## src/rtl/time_set_ctrl.sv

```systemverilog
// rtl/time_set_ctrl.sv - button debounce, mode FSM and hold-to-repeat adjust pulses for the clock counter chain
module time_set_ctrl #(
  parameter int DEBOUNCE_CYCLES = 20,
  parameter int REPEAT_DELAY    = 50,
  parameter int REPEAT_RATE     = 10
) (
  input  logic       clk,
  input  logic       rst,
  input  logic       btn_mode,
  input  logic       btn_up,
  input  logic       btn_down,
  output logic       en,
  output logic [2:0] signal_increase,
  output logic [2:0] signal_decrease,
  output logic [1:0] mode
);

  localparam int DW = $clog2(DEBOUNCE_CYCLES);
  localparam logic [DW-1:0] DB_LAST = DW'(DEBOUNCE_CYCLES - 1);
  localparam int RMAX = (REPEAT_DELAY > REPEAT_RATE) ? REPEAT_DELAY : REPEAT_RATE;
  localparam int RW = $clog2(RMAX + 1);
  localparam logic [RW-1:0] DELAY_C = RW'(REPEAT_DELAY);
  localparam logic [RW-1:0] RATE_C  = RW'(REPEAT_RATE);

  typedef enum logic [1:0] {
    RUN      = 2'd0,
    SET_HOUR = 2'd1,
    SET_MIN  = 2'd2,
    SET_SEC  = 2'd3
  } mode_t;

  // Button index: 0 = mode, 1 = up, 2 = down
  logic [2:0]         raw, sync1, sync2, lvl, lvl_q, rise;
  logic [2:0][DW-1:0] db_cnt;

  assign raw  = {btn_down, btn_up, btn_mode};
  assign rise = lvl & ~lvl_q;

  always_ff @(posedge clk) begin
    if (rst) begin
      sync1  <= '0;
      sync2  <= '0;
      lvl    <= '0;
      lvl_q  <= '0;
      db_cnt <= '0;
    end else begin
      sync1 <= raw;
      sync2 <= sync1;
      lvl_q <= lvl;
      for (int i = 0; i < 3; i++) begin
        if (sync2[i] == lvl[i]) begin
          db_cnt[i] <= '0;
        end else if (db_cnt[i] == DB_LAST) begin
          lvl[i]    <= ~lvl[i];
          db_cnt[i] <= '0;
        end else begin
          db_cnt[i] <= db_cnt[i] + DW'(1);
        end
      end
    end
  end

  mode_t         state;
  logic [2:0]    field;
  logic          rep_on, rep_dn, rep_first, rep_hit, rep_held;
  logic [RW-1:0] rep_cnt;

  always_comb begin
    field = 3'b000;
    case (state)
      SET_HOUR: field = 3'b100;
      SET_MIN:  field = 3'b010;
      SET_SEC:  field = 3'b001;
      default:  field = 3'b000;
    endcase
  end

  // Repeat counter measures from the last emitted pulse of the owning button
  assign rep_hit  = (rep_cnt + RW'(1)) == (rep_first ? DELAY_C : RATE_C);
  assign rep_held = rep_dn ? lvl[2] : lvl[1];

  always_ff @(posedge clk) begin
    if (rst) begin
      state           <= RUN;
      en              <= 1'b1;
      signal_increase <= '0;
      signal_decrease <= '0;
      rep_on          <= 1'b0;
      rep_dn          <= 1'b0;
      rep_first       <= 1'b0;
      rep_cnt         <= '0;
    end else begin
      signal_increase <= '0;
      signal_decrease <= '0;
      if (rise[0]) begin
        state   <= mode_t'(state + 2'd1);
        en      <= (state == SET_SEC);
        rep_on  <= 1'b0;
        rep_cnt <= '0;
      end else if ((lvl[1] && lvl[2]) || state == RUN) begin
        rep_on  <= 1'b0;
        rep_cnt <= '0;
      end else if (rise[1]) begin
        signal_increase <= field;
        rep_on    <= 1'b1;
        rep_dn    <= 1'b0;
        rep_first <= 1'b1;
        rep_cnt   <= '0;
      end else if (rise[2]) begin
        signal_decrease <= field;
        rep_on    <= 1'b1;
        rep_dn    <= 1'b1;
        rep_first <= 1'b1;
        rep_cnt   <= '0;
      end else if (rep_on && rep_held) begin
        if (rep_hit) begin
          if (rep_dn) signal_decrease <= field;
          else        signal_increase <= field;
          rep_first <= 1'b0;
          rep_cnt   <= '0;
        end else begin
          rep_cnt <= rep_cnt + RW'(1);
        end
      end else begin
        rep_on  <= 1'b0;
        rep_cnt <= '0;
      end
    end
  end

  assign mode = state;

endmodule

```

## config.mk

```make
export PLATFORM = sky130hd
export DESIGN_NAME = time_set_ctrl
export DESIGN_NICKNAME = d
export VERILOG_FILES = /design/src/rtl/time_set_ctrl.sv
export SDC_FILE = /design/constraint.sdc
export NUM_CORES = 1
export LEC_CHECK = 0
export CAP_MARGIN = 30
export CELL_PAD_IN_SITES_DETAIL_PLACEMENT = 0
export CELL_PAD_IN_SITES_GLOBAL_PLACEMENT = 1
export CORE_MARGIN = 3
export CORE_UTILIZATION = 35
export CTS_BUF_LIST = sky130_fd_sc_hd__clkbuf_16
export CTS_CLUSTER_SIZE = 20
export DETAILED_ROUTE_END_ITERATION = 8
export PLACE_DENSITY = 0.7
export SLEW_MARGIN = 10
export SYNTH_ARGS = -nofsm -noshare
export SYNTH_HDL_FRONTEND = slang
export SYNTH_SLANG_ARGS = --single-unit
```

## constraint.sdc

```tcl
create_clock -name clk -period 1.7 [get_ports clk]
set_clock_uncertainty 0.1 [all_clocks]
set_input_delay 0.34 -clock clk [delete_from_list [all_inputs] [get_ports clk]]
set_output_delay 0.34 -clock clk [all_outputs]
set_load 0.01 [all_outputs]
```

[Word-level counts from Yosys, hierarchy flattened]
Index checks and enable logic that the tools add are counted.
Storage, ports and cells
  bits of input ports: 5
  output and inout bits: 9
  register bits: 45
Cells by class
  multiplexer cells: 21
  reductions and logical operators: 18
  add/subtract/negate cells: 5
  bitwise gates (word level): 11
  eq/ne operators: 11
Operator list (count)
  $mux W3: 9
  $add A5 B1 Y5 const B: 3
  $eq A5 B5 Y1 const B: 3
  $reduce_or A3 Y1: 4
  $mux W1: 10
  $not A1 Y1: 9
  $pmux W3 S3: 1
  $reduce_or A7 Y1: 1
  $add A6 B1 Y6 const B: 1
  $eq A6 B6 Y1: 1
  $mux W6: 1
  $reduce_and A2 Y1: 3
  $reduce_bool A3 Y1: 2
  $eq A2 B2 Y1 const B: 2
  $reduce_and A4 Y1: 1
  $reduce_or A4 Y1: 1
  $and A3 B3 Y3: 1
  $eq A1 B1 Y1: 3
  $ne A3 B3 Y1 const B: 1
  $not A3 Y3: 1
  $reduce_and A3 Y1: 1
  $add A2 B1 Y2 const B: 1
  $eq A2 B1 Y1 const B: 1
  $logic_and A1 B1 Y1: 2
  other kinds (3): 3

[Longest topological paths before layout]
Gate-level depths: netlist (run 1).
  depth after elaboration: 7
  gate-level depth with buffers: 7
  mapped depth without buffers: 6

[Least setup slack after synthesis (run 1)]
No wires, ideal clock.
  path kind: register to register
  from: register state[0] (netlist: mode[0])
  to: register rep_cnt[0]
  arrival: 1.735 ns
  slack: -0.221 ns
  required time: 1.514 ns
  period minus slack after synthesis: 1.921 ns
  path buffers: 0
  cell stages (with the launch flop): 7
  cell sequence: dfxtp_1 > inv_1 > ha_1 > a2111o_1 > nor2_2 > nand2_1 > a211oi_1
Between the ends
  cells in the longest elaborated chain, start to end: 3
RTL lines
  start, declared: line 63  | mode_t state;
  start signal, assigned: line 96  | state <= mode_t'(state + 2'd1);
  $logic_not A2 Y1: line 100  | end else if ((lvl[1] && lvl[2]) || state == RUN) begin
  $logic_or A1 B1 Y1: line 100
  $reduce_or A7 Y1 (no source line)
  end signal, assigned: line 122  | rep_cnt <= rep_cnt + RW'(1);
  end, declared: line 66  | logic [RW-1:0] rep_cnt;
No other way between the ends.
A chain may end at the register's enable or synchronous reset.

[Worst setup path in the final report (run 1)]
  from: register rep_cnt[1]
  to: register signal_increase[0]
Between the ends
  cells in the longest elaborated chain, start to end: 6
RTL lines
  $add A6 B1 Y6: line 79  | assign rep_hit = (rep_cnt + RW'(1)) == (rep_first ? DELAY_C : RATE_C);
  $eq A6 B6 Y1: line 79
  $mux W3: line 116  | if (rep_hit) begin
  $mux W3: line 115  | end else if (rep_on && rep_held) begin
  $mux W3: line 109  | end else if (rise[2]) begin
  $mux W3: line 103  | end else if (rise[1]) begin
  end signal, assigned: line 104  | signal_increase <= field;
  end signal, assigned: line 118  | else signal_increase <= field;
  end, declared: line 13  | output logic [2:0] signal_increase,
No other way between the ends.

==> results of run 1 <==
-- registers in the layout, summed over array words and instances (netlist names) --
signal           count
rep_cnt              6
signal_increase      3
lvl_q                3
lvl                  3
rep_on               1
en                   1
signal_decrease      3
sync1                3
db_cnt              15
mode                 2
rep_dn               1
sync2                3
rep_first            1
-- power by group --
group	internal, mW	switching, mW
logic	0.0168	0.0130
clock network	0.524	0.340
registers	1.06	0.00412
total	1.60	0.357
-- final timing paths --
check / start / end / slack [ns] / depth (start not counted)
max: rep_cnt[1] / signal_increase[0] / -0.08 / 6
min: sync1[1] / sync2[1] / 0.34 / 1
max reg2reg: rep_cnt[1] / signal_increase[0] / -0.08 / 6
min reg2reg: sync1[1] / sync2[1] / 0.34 / 1
-- cell families (layout without fill, tap and decap cells) --
family                   Yosys count  after routing  synth area share
multiplexers                       4              4           0.02243
buffers and inverters             13             47           0.03127
flip-flops                        45             45            0.4895
XOR/XNOR                          17             17           0.08090
AO/OA/AOI/OAI                     22             22            0.1074
AND/OR/NAND/NOR                   74             74            0.2074
adder cells (fa/ha/maj)            9              9           0.06118
-- worst max-delay path, delay by kind of cell (launching register included) --
family,cells,cell delay [ns]
compound gates,2,0.45
buf+inv,1,0.13
flops,1,0.37
simple gates,3,0.62
-- metrics by stage --
step	hold WS, ns	setup slack (ns)	utilization	TNS [ns]	instances
final	0.3356	-0.08103	0.4994	-0.5651	285
after detailed placement	0.3283	-0.2323	0.4451	-2.178	275
after floorplan	0.3138	-0.002722	-	-0.01361	184
after global placement	0.3227	-0.1777	0.4451	-1.895	275
after CTS	0.3417	-0.05970	0.4831	-0.4345	282
after global routing	0.3545	-0.1345	0.4994	-1.305	285
-- layout make-up --
cell class / count / area share
Multi-Input combinational cell: 126 / 0.4087
Sequential cell: 45 / 0.3745
Timing Repair Buffer: 33 / 0.1179
Clock buffer: 5 / 0.05102
Tap cell: 67 / 0.03418
Inverter: 7 / 0.01071
Clock inverter: 2 / 0.003061
-- cells in the mapped netlist, types with 4 or more instances --
cell type	instances
xnor2_1	9
a211oi_1	7
nor2b_1	13
xor2_1	8
dfxtp_1	45
inv_1	7
nand3_1	7
ha_1	9
nor2_1	27
clkbuf_1	4
a32o_1	6
and3_1	6
nand2_1	6
-- metal layers --
metal | track usage | share of wire
met1 | 0.1309 | 0.45
met2 | 0.2012 | 0.50
met3 | 0.03670 | 0.036
met4 | 0.04196 | 0.017
met5 | 0 | 0
-- what timing repair did --
action / in CTS / in global routing
buffers inserted: 0 / 2
hold buffers: 0 / 0
endpoints found under the setup margin: 12 / 14
resized for setup: 11 / 14
gates cloned: 0 / 1
pin swaps: 0 / 6
==> impl_metrics.py, run 1 <==
metrics = {
    "outcome": {
        "status": "finished, violations left",
        "violations": "negative setup slack",
    },
    "logic_synthesis": {
        "synth_largest_area_cell": "dfxtp_1",
        "synthDistinctLibCells": 34,
        "synth.top_cells.by_area": "dfxtp_1 49%, ha_1 6.1%, nor2_1 5.5%",
        "yosysSeqAreaShare": 0.4895,
        "netlist_area_um2": 1841,
        "syn_nets": 198,
        "synthFlopType": "dfxtp_1",
        "yosys_warnings": 0,
        "ys_ff_latch": 45,
        "synthArstFlopShare": 0,
        "synth_top_cell_area_share": 0.4895,
        "synth.avg_cell_area_um2": 10.00,
        "synth_cells": 184,
        "synth_edf_count": 0,
    },
    "global_routing": {
        "grt_start_max_net_pins": 21,
        "grt_usage": 0.1153,
        "grt_pass1_wl_um": 5685,
        "grt_pass1_vias": 1329,
        "antenna_found_initial": 0,
        "gr-total-overflow": 0,
    },
    "timing": {
        "max-slew-margin-rel": 0.6670,
        "hold_viol": 0,
        "max_freq_mhz": 561.5,
        "rsz0062_at_grt": "true",
        "period_share": 1.048,
        "worst_slack_ns": -0.08103,
        "worstMarginPinSlew_ns": 0.4927,
        "setup_viol": 11,
        "maxSlewViolCount": 0,
        "min_period_ns": 1.781,
    },
    "power_and_ir_drop": {
        "cellPowerDensity_nw_per_um2": 797.5,
        "total_power_mw": 1.956,
        "leakage_nw": 0.9095,
        "vdd_drop_max_mv": 0.5670,
    },
    "placed_design": {
        "placed_area_um2": 2186,
        "dp_hpwl_um": 2394,
        "port_buffers": 13,
        "gp_congestion": 0.7630,
    },
    "finish": {
        "diodes": 0,
        "nFillCells": 472,
        "regArea_um2": 918.4,
        "fin_nets": 232,
        "final_design_area_no_fill_um2": 2452,
        "drive_above_1_share": 0.2385,
        "final_cell_mix": "39 x dfxtp_1, 27 x nor2_1, 18 x buf_4, 13 x nor2b_1, 11 x clkdlybuf4s50_1",
        "layout.cells.most_common": "dfxtp_1",
        "multi_input_area_um2": 1002,
        "synthToLayoutAreaGrowth_pct": 33.24,
    },
    "cts": {
        "clock_sinks": 45,
        "numCtsBuffers": 5,
        "htree_num_levels": 2,
        "cts_tree": "yes",
        "cts_buffer_depth": 2,
        "cts.clk_slew.worst_paths_ns": 0.06,
        "clk_latency_ns": 0.28,
        "ctsRootBufferMaster": "clkbuf_16",
    },
    "floorplanning": {
        "ios": 14,
        "die-area_um2": 6165,
        "die_h_um": 78.52,
        "core_area_um2": 4911,
        "num_rows": 25,
        "initial_core_util": 0.3748,
        "die_w_um": 78.52,
    },
    "route": {
        "dr_total_vias": 1337,
        "drt-pass1-iter-count": 4,
        "first_iter_violations": 24,
        "final_antenna_net_count": 0,
        "drc": 0,
        "routed_via_density": 4.691,
        "finalWirelength_um": 3313,
        "post_drt_wl_per_cell_um": 11.62,
    },
    "worst_setup_path": {
        "critPathCaptureType": "flip-flop",
        "critical_path.max_stage_delay_ns": 0.37,
        "crit_arrival_ns": 1.85,
        "path_class": "reg -> reg",
        "crit_path_start_kind": "flip-flop",
        "crit_path_max_fanout": 6,
        "slowest_stage": "dfxtp_4",
        "cp.required_ns": 1.76,
        "path_cells": "nand3_4, or3_4, and2_4, a31o_4, buf_6, a32o_1",
    },
    "min_path": {
        "hp-class": "reg -> reg",
    },
    "flow_run": {
        "cap_violations": 0,
    },
}
Power figures use the tool's default switching activity.
==> run 2, diff against run 1 <==
--- a/config.mk
+++ b/config.mk
@@ -14,7 +14,7 @@
 export CTS_CLUSTER_SIZE = 20
 export DETAILED_ROUTE_END_ITERATION = 8
 export PLACE_DENSITY = 0.7
-export SLEW_MARGIN = 10
+export SLEW_MARGIN = 20
 export SYNTH_ARGS = -nofsm -noshare
 export SYNTH_HDL_FRONTEND = slang
 export SYNTH_SLANG_ARGS = --single-unit
==> constraint.sdc (replaced) <==
create_clock -name clk -period 1.7 [get_ports clk]
set_clock_uncertainty 0.1 [all_clocks]
set_input_delay 0.51 -clock clk [delete_from_list [all_inputs] [get_ports clk]]
set_output_delay 0.51 -clock clk [all_outputs]
set_load 0.01 [all_outputs]
==> run 2 against run 1 <==
  * The flow still finishes with violations (negative setup slack)
  * Combinational power barely moved
  * Core utilization rose by 1.0 points
  * Wire length rose by 4.2%
  * Sequential cell count did not move
  * Register-to-register slack got worse by 0.03 ns
  * Critical path depth did not move
  * Critical path type unchanged
  * Largest power group unchanged
  * Highest routed layer unchanged
==> impl_metrics.py, run 2 (synthesis results as in run 1) <==
metrics = {
    "worst_setup_path": {
        "rr_worst_depth": 6,
        "rr_endpoint": "signal_increase[0]",
        "path_class": "reg -> reg",
        "crit_path_max_fanout": 6,
        "rr_startpoint": "rep_cnt[1]",
        "crit_path_start_kind": "flip-flop",
        "crit_arrival_ns": 1.88,
        "rrSetupSlack_ns": -0.11,
        "cp.required_ns": 1.77,
        "critPathCaptureType": "flip-flop",
    },
    "route": {
        "route.met3.wl_um": 107,
        "met1_length_um": 1556,
        "finalWirelength_um": 3451,
        "top_layer": "met4",
        "route.met2.wl_um": 1720,
        "drt-pass1-iter-count": 4,
        "dr_total_vias": 1342,
        "post_drt_wl_per_cell_um": 12.02,
        "first_iter_violations": 42,
        "final_antenna_net_count": 0,
        "drc": 0,
        "routed_via_density": 4.676,
    },
    "placed_design": {
        "gp_congestion": 0.7687,
        "place_inst": 276,
        "dp_hpwl_um": 2452,
        "place_ws_ns": -0.4352,
        "port_buffers": 13,
    },
    "finish": {
        "final_cell_mix": "39 x dfxtp_1, 26 x nor2_1, 19 x buf_4, 13 x nor2b_1, 10 x dlygate4sd2_1",
        "layout.cells.most_common": "dfxtp_1",
        "top_regs": "db_cnt (15), rep_cnt (6)",
        "drive_above_1_share": 0.2591,
        "regMostFlops": "db_cnt",
        "fin_cells": 287,
        "diodes": 0,
        "largest_reg_flops": 15,
        "synthToLayoutAreaGrowth_pct": 36.03,
        "fin_nets": 233,
        "final_core_util": 0.5098,
    },
    "min_path": {
        "hp-start": "db_cnt[10]",
        "whs_path_depth": 1,
        "hold-path-endpoint": "db_cnt[10]",
        "hp-class": "reg -> reg",
    },
    "outcome": {
        "status": "finished, violations left",
        "violations": "negative setup slack",
    },
    "timing": {
        "hold_viol": 0,
        "worstMarginPinSlew_ns": 0.4729,
        "period_share": 1.064,
        "max-slew-margin-rel": 0.6805,
        "max_freq_mhz": 553.0,
        "rsz0062_at_grt": "true",
        "hold_slack_ns": 0.3464,
        "timing.setup.tns_ns": -0.5892,
        "min_period_ns": 1.808,
        "maxSlewViolCount": 0,
        "setup_viol": 10,
        "worst_slack_ns": -0.1082,
    },
    "power_and_ir_drop": {
        "vdd_drop_max_mv": 0.5057,
        "cellPowerDensity_nw_per_um2": 859.5,
        "leakage_nw": 0.9430,
    },
    "global_routing": {
        "grt_start_max_net_pins": 21,
        "grt_pass1_wl_um": 6030,
        "grt_pass1_vias": 1363,
        "gr-total-overflow": 0,
        "grt_usage": 0.1236,
        "antenna_found_initial": 0,
    },
    "cts": {
        "clock_sinks": 45,
        "cts_tree": "yes",
        "ctsRootBufferMaster": "clkbuf_16",
        "postCtsHoldBufs": 0,
        "clk_latency_ns": 0.28,
        "cts_buffer_depth": 2,
        "numCtsBuffers": 5,
        "cts.clk_slew.worst_paths_ns": 0.06,
        "htree_num_levels": 2,
    },
    "floorplanning": {
        "num_rows": 25,
        "ios": 14,
        "die-area_um2": 6165,
        "die_h_um": 78.52,
        "core_area_um2": 4911,
        "die_w_um": 78.52,
        "initial_core_util": 0.3748,
    },
    "flow_run": {
        "cap_violations": 0,
    },
}
-- run 2: cell count changes in the layout (fill, tap and decap cells not counted), sizes merged --
cell | previous run | this run
dlygate4sd2 | 1 | 10
dlymetal6s2s | 1 | 0
buf | 20 | 21
bufinv | 0 | 1
clkdlybuf4s50 | 11 | 3
-- run 2: metal layers --
metal,vias up,GRT usage
li1,697,-
met1,623,0.1447
met2,15,0.2105
met3,7,0.03440
met4,0,0.05245
met5,-,0
-- run 2: power breakdown --
part	total [mW]	switching [mW]	internal [mW]	leakage, nW
Sequential	1.06	0.00419	1.06	0.368
Combinational	0.0296	0.0136	0.0160	0.493
Clock	1.06	0.372	0.688	0.0818
Total	2.15	0.390	1.76	0.943
-- run 2: what timing repair did --
action	in CTS	in global routing
setup buffers	2	0
pin swaps	10	7
gates cloned	1	0
resized for setup	30	5
endpoints found under the setup margin	20	12
-- run 2: how the worst max path moves through the flow --
| stage | start | end | slack (ns) | cells past startpoint |
|---|---|---|---|---|
| 6_report | rep_cnt[1] | signal_increase[0] | -0.11 | 6 |
| 5_1_grt | rep_cnt[1] | signal_decrease[2] | -0.15 | 6 |
| 4_1_cts | rep_cnt[1] | signal_increase[0] | -0.06 | 6 |
| 3_5_place_dp | rst | rep_cnt[3] | -0.44 | 5 |
| 3_3_place_gp | rst | rep_cnt[1] | -0.35 | 5 |
| 2_1_floorplan | rep_cnt[2] | signal_decrease[0] | -0.003 | 6 |
-- run 2: area by class of cell --
| cell class | count | area (um^2) |
|---|---|---|
| Inverter | 7 | 26.28 |
| Multi-Input combinational cell | 126 | 1030 |
| Timing Repair Buffer | 34 | 282.8 |
| Clock buffer | 5 | 125.1 |
| Sequential cell | 45 | 915.9 |
| Tap cell | 67 | 83.83 |
| Clock inverter | 3 | 40.04 |
| Fill cell | 454 | 2407 |
-- run 2: stage by stage --
step	area (um^2)	power, mW
2_1_floorplan	1876	1.105
3_3_place_gp	2193	1.119
3_5_place_dp	2193	1.120
4_1_cts	2466	2.184
5_1_grt	2504	2.236
6_report	2504	2.152
-- run 2: worst max-delay path: stages (launching register included) --
cell and delay, ns:
dfxtp_4 0.38, nand3_4 0.09, or3_4 0.35, and2_4 0.18, a31o_4 0.22, buf_6 0.13
a32o_1 0.24
==> run 3, diff against run 2 <==
--- a/config.mk
+++ b/config.mk
@@ -14,7 +14,6 @@
 export CTS_CLUSTER_SIZE = 20
 export DETAILED_ROUTE_END_ITERATION = 8
 export PLACE_DENSITY = 0.7
-export SLEW_MARGIN = 20
 export SYNTH_ARGS = -nofsm -noshare
 export SYNTH_HDL_FRONTEND = slang
 export SYNTH_SLANG_ARGS = --single-unit
==> results of run 3 <==
The final DEF is identical to that of run 2; final timing and power are the same.
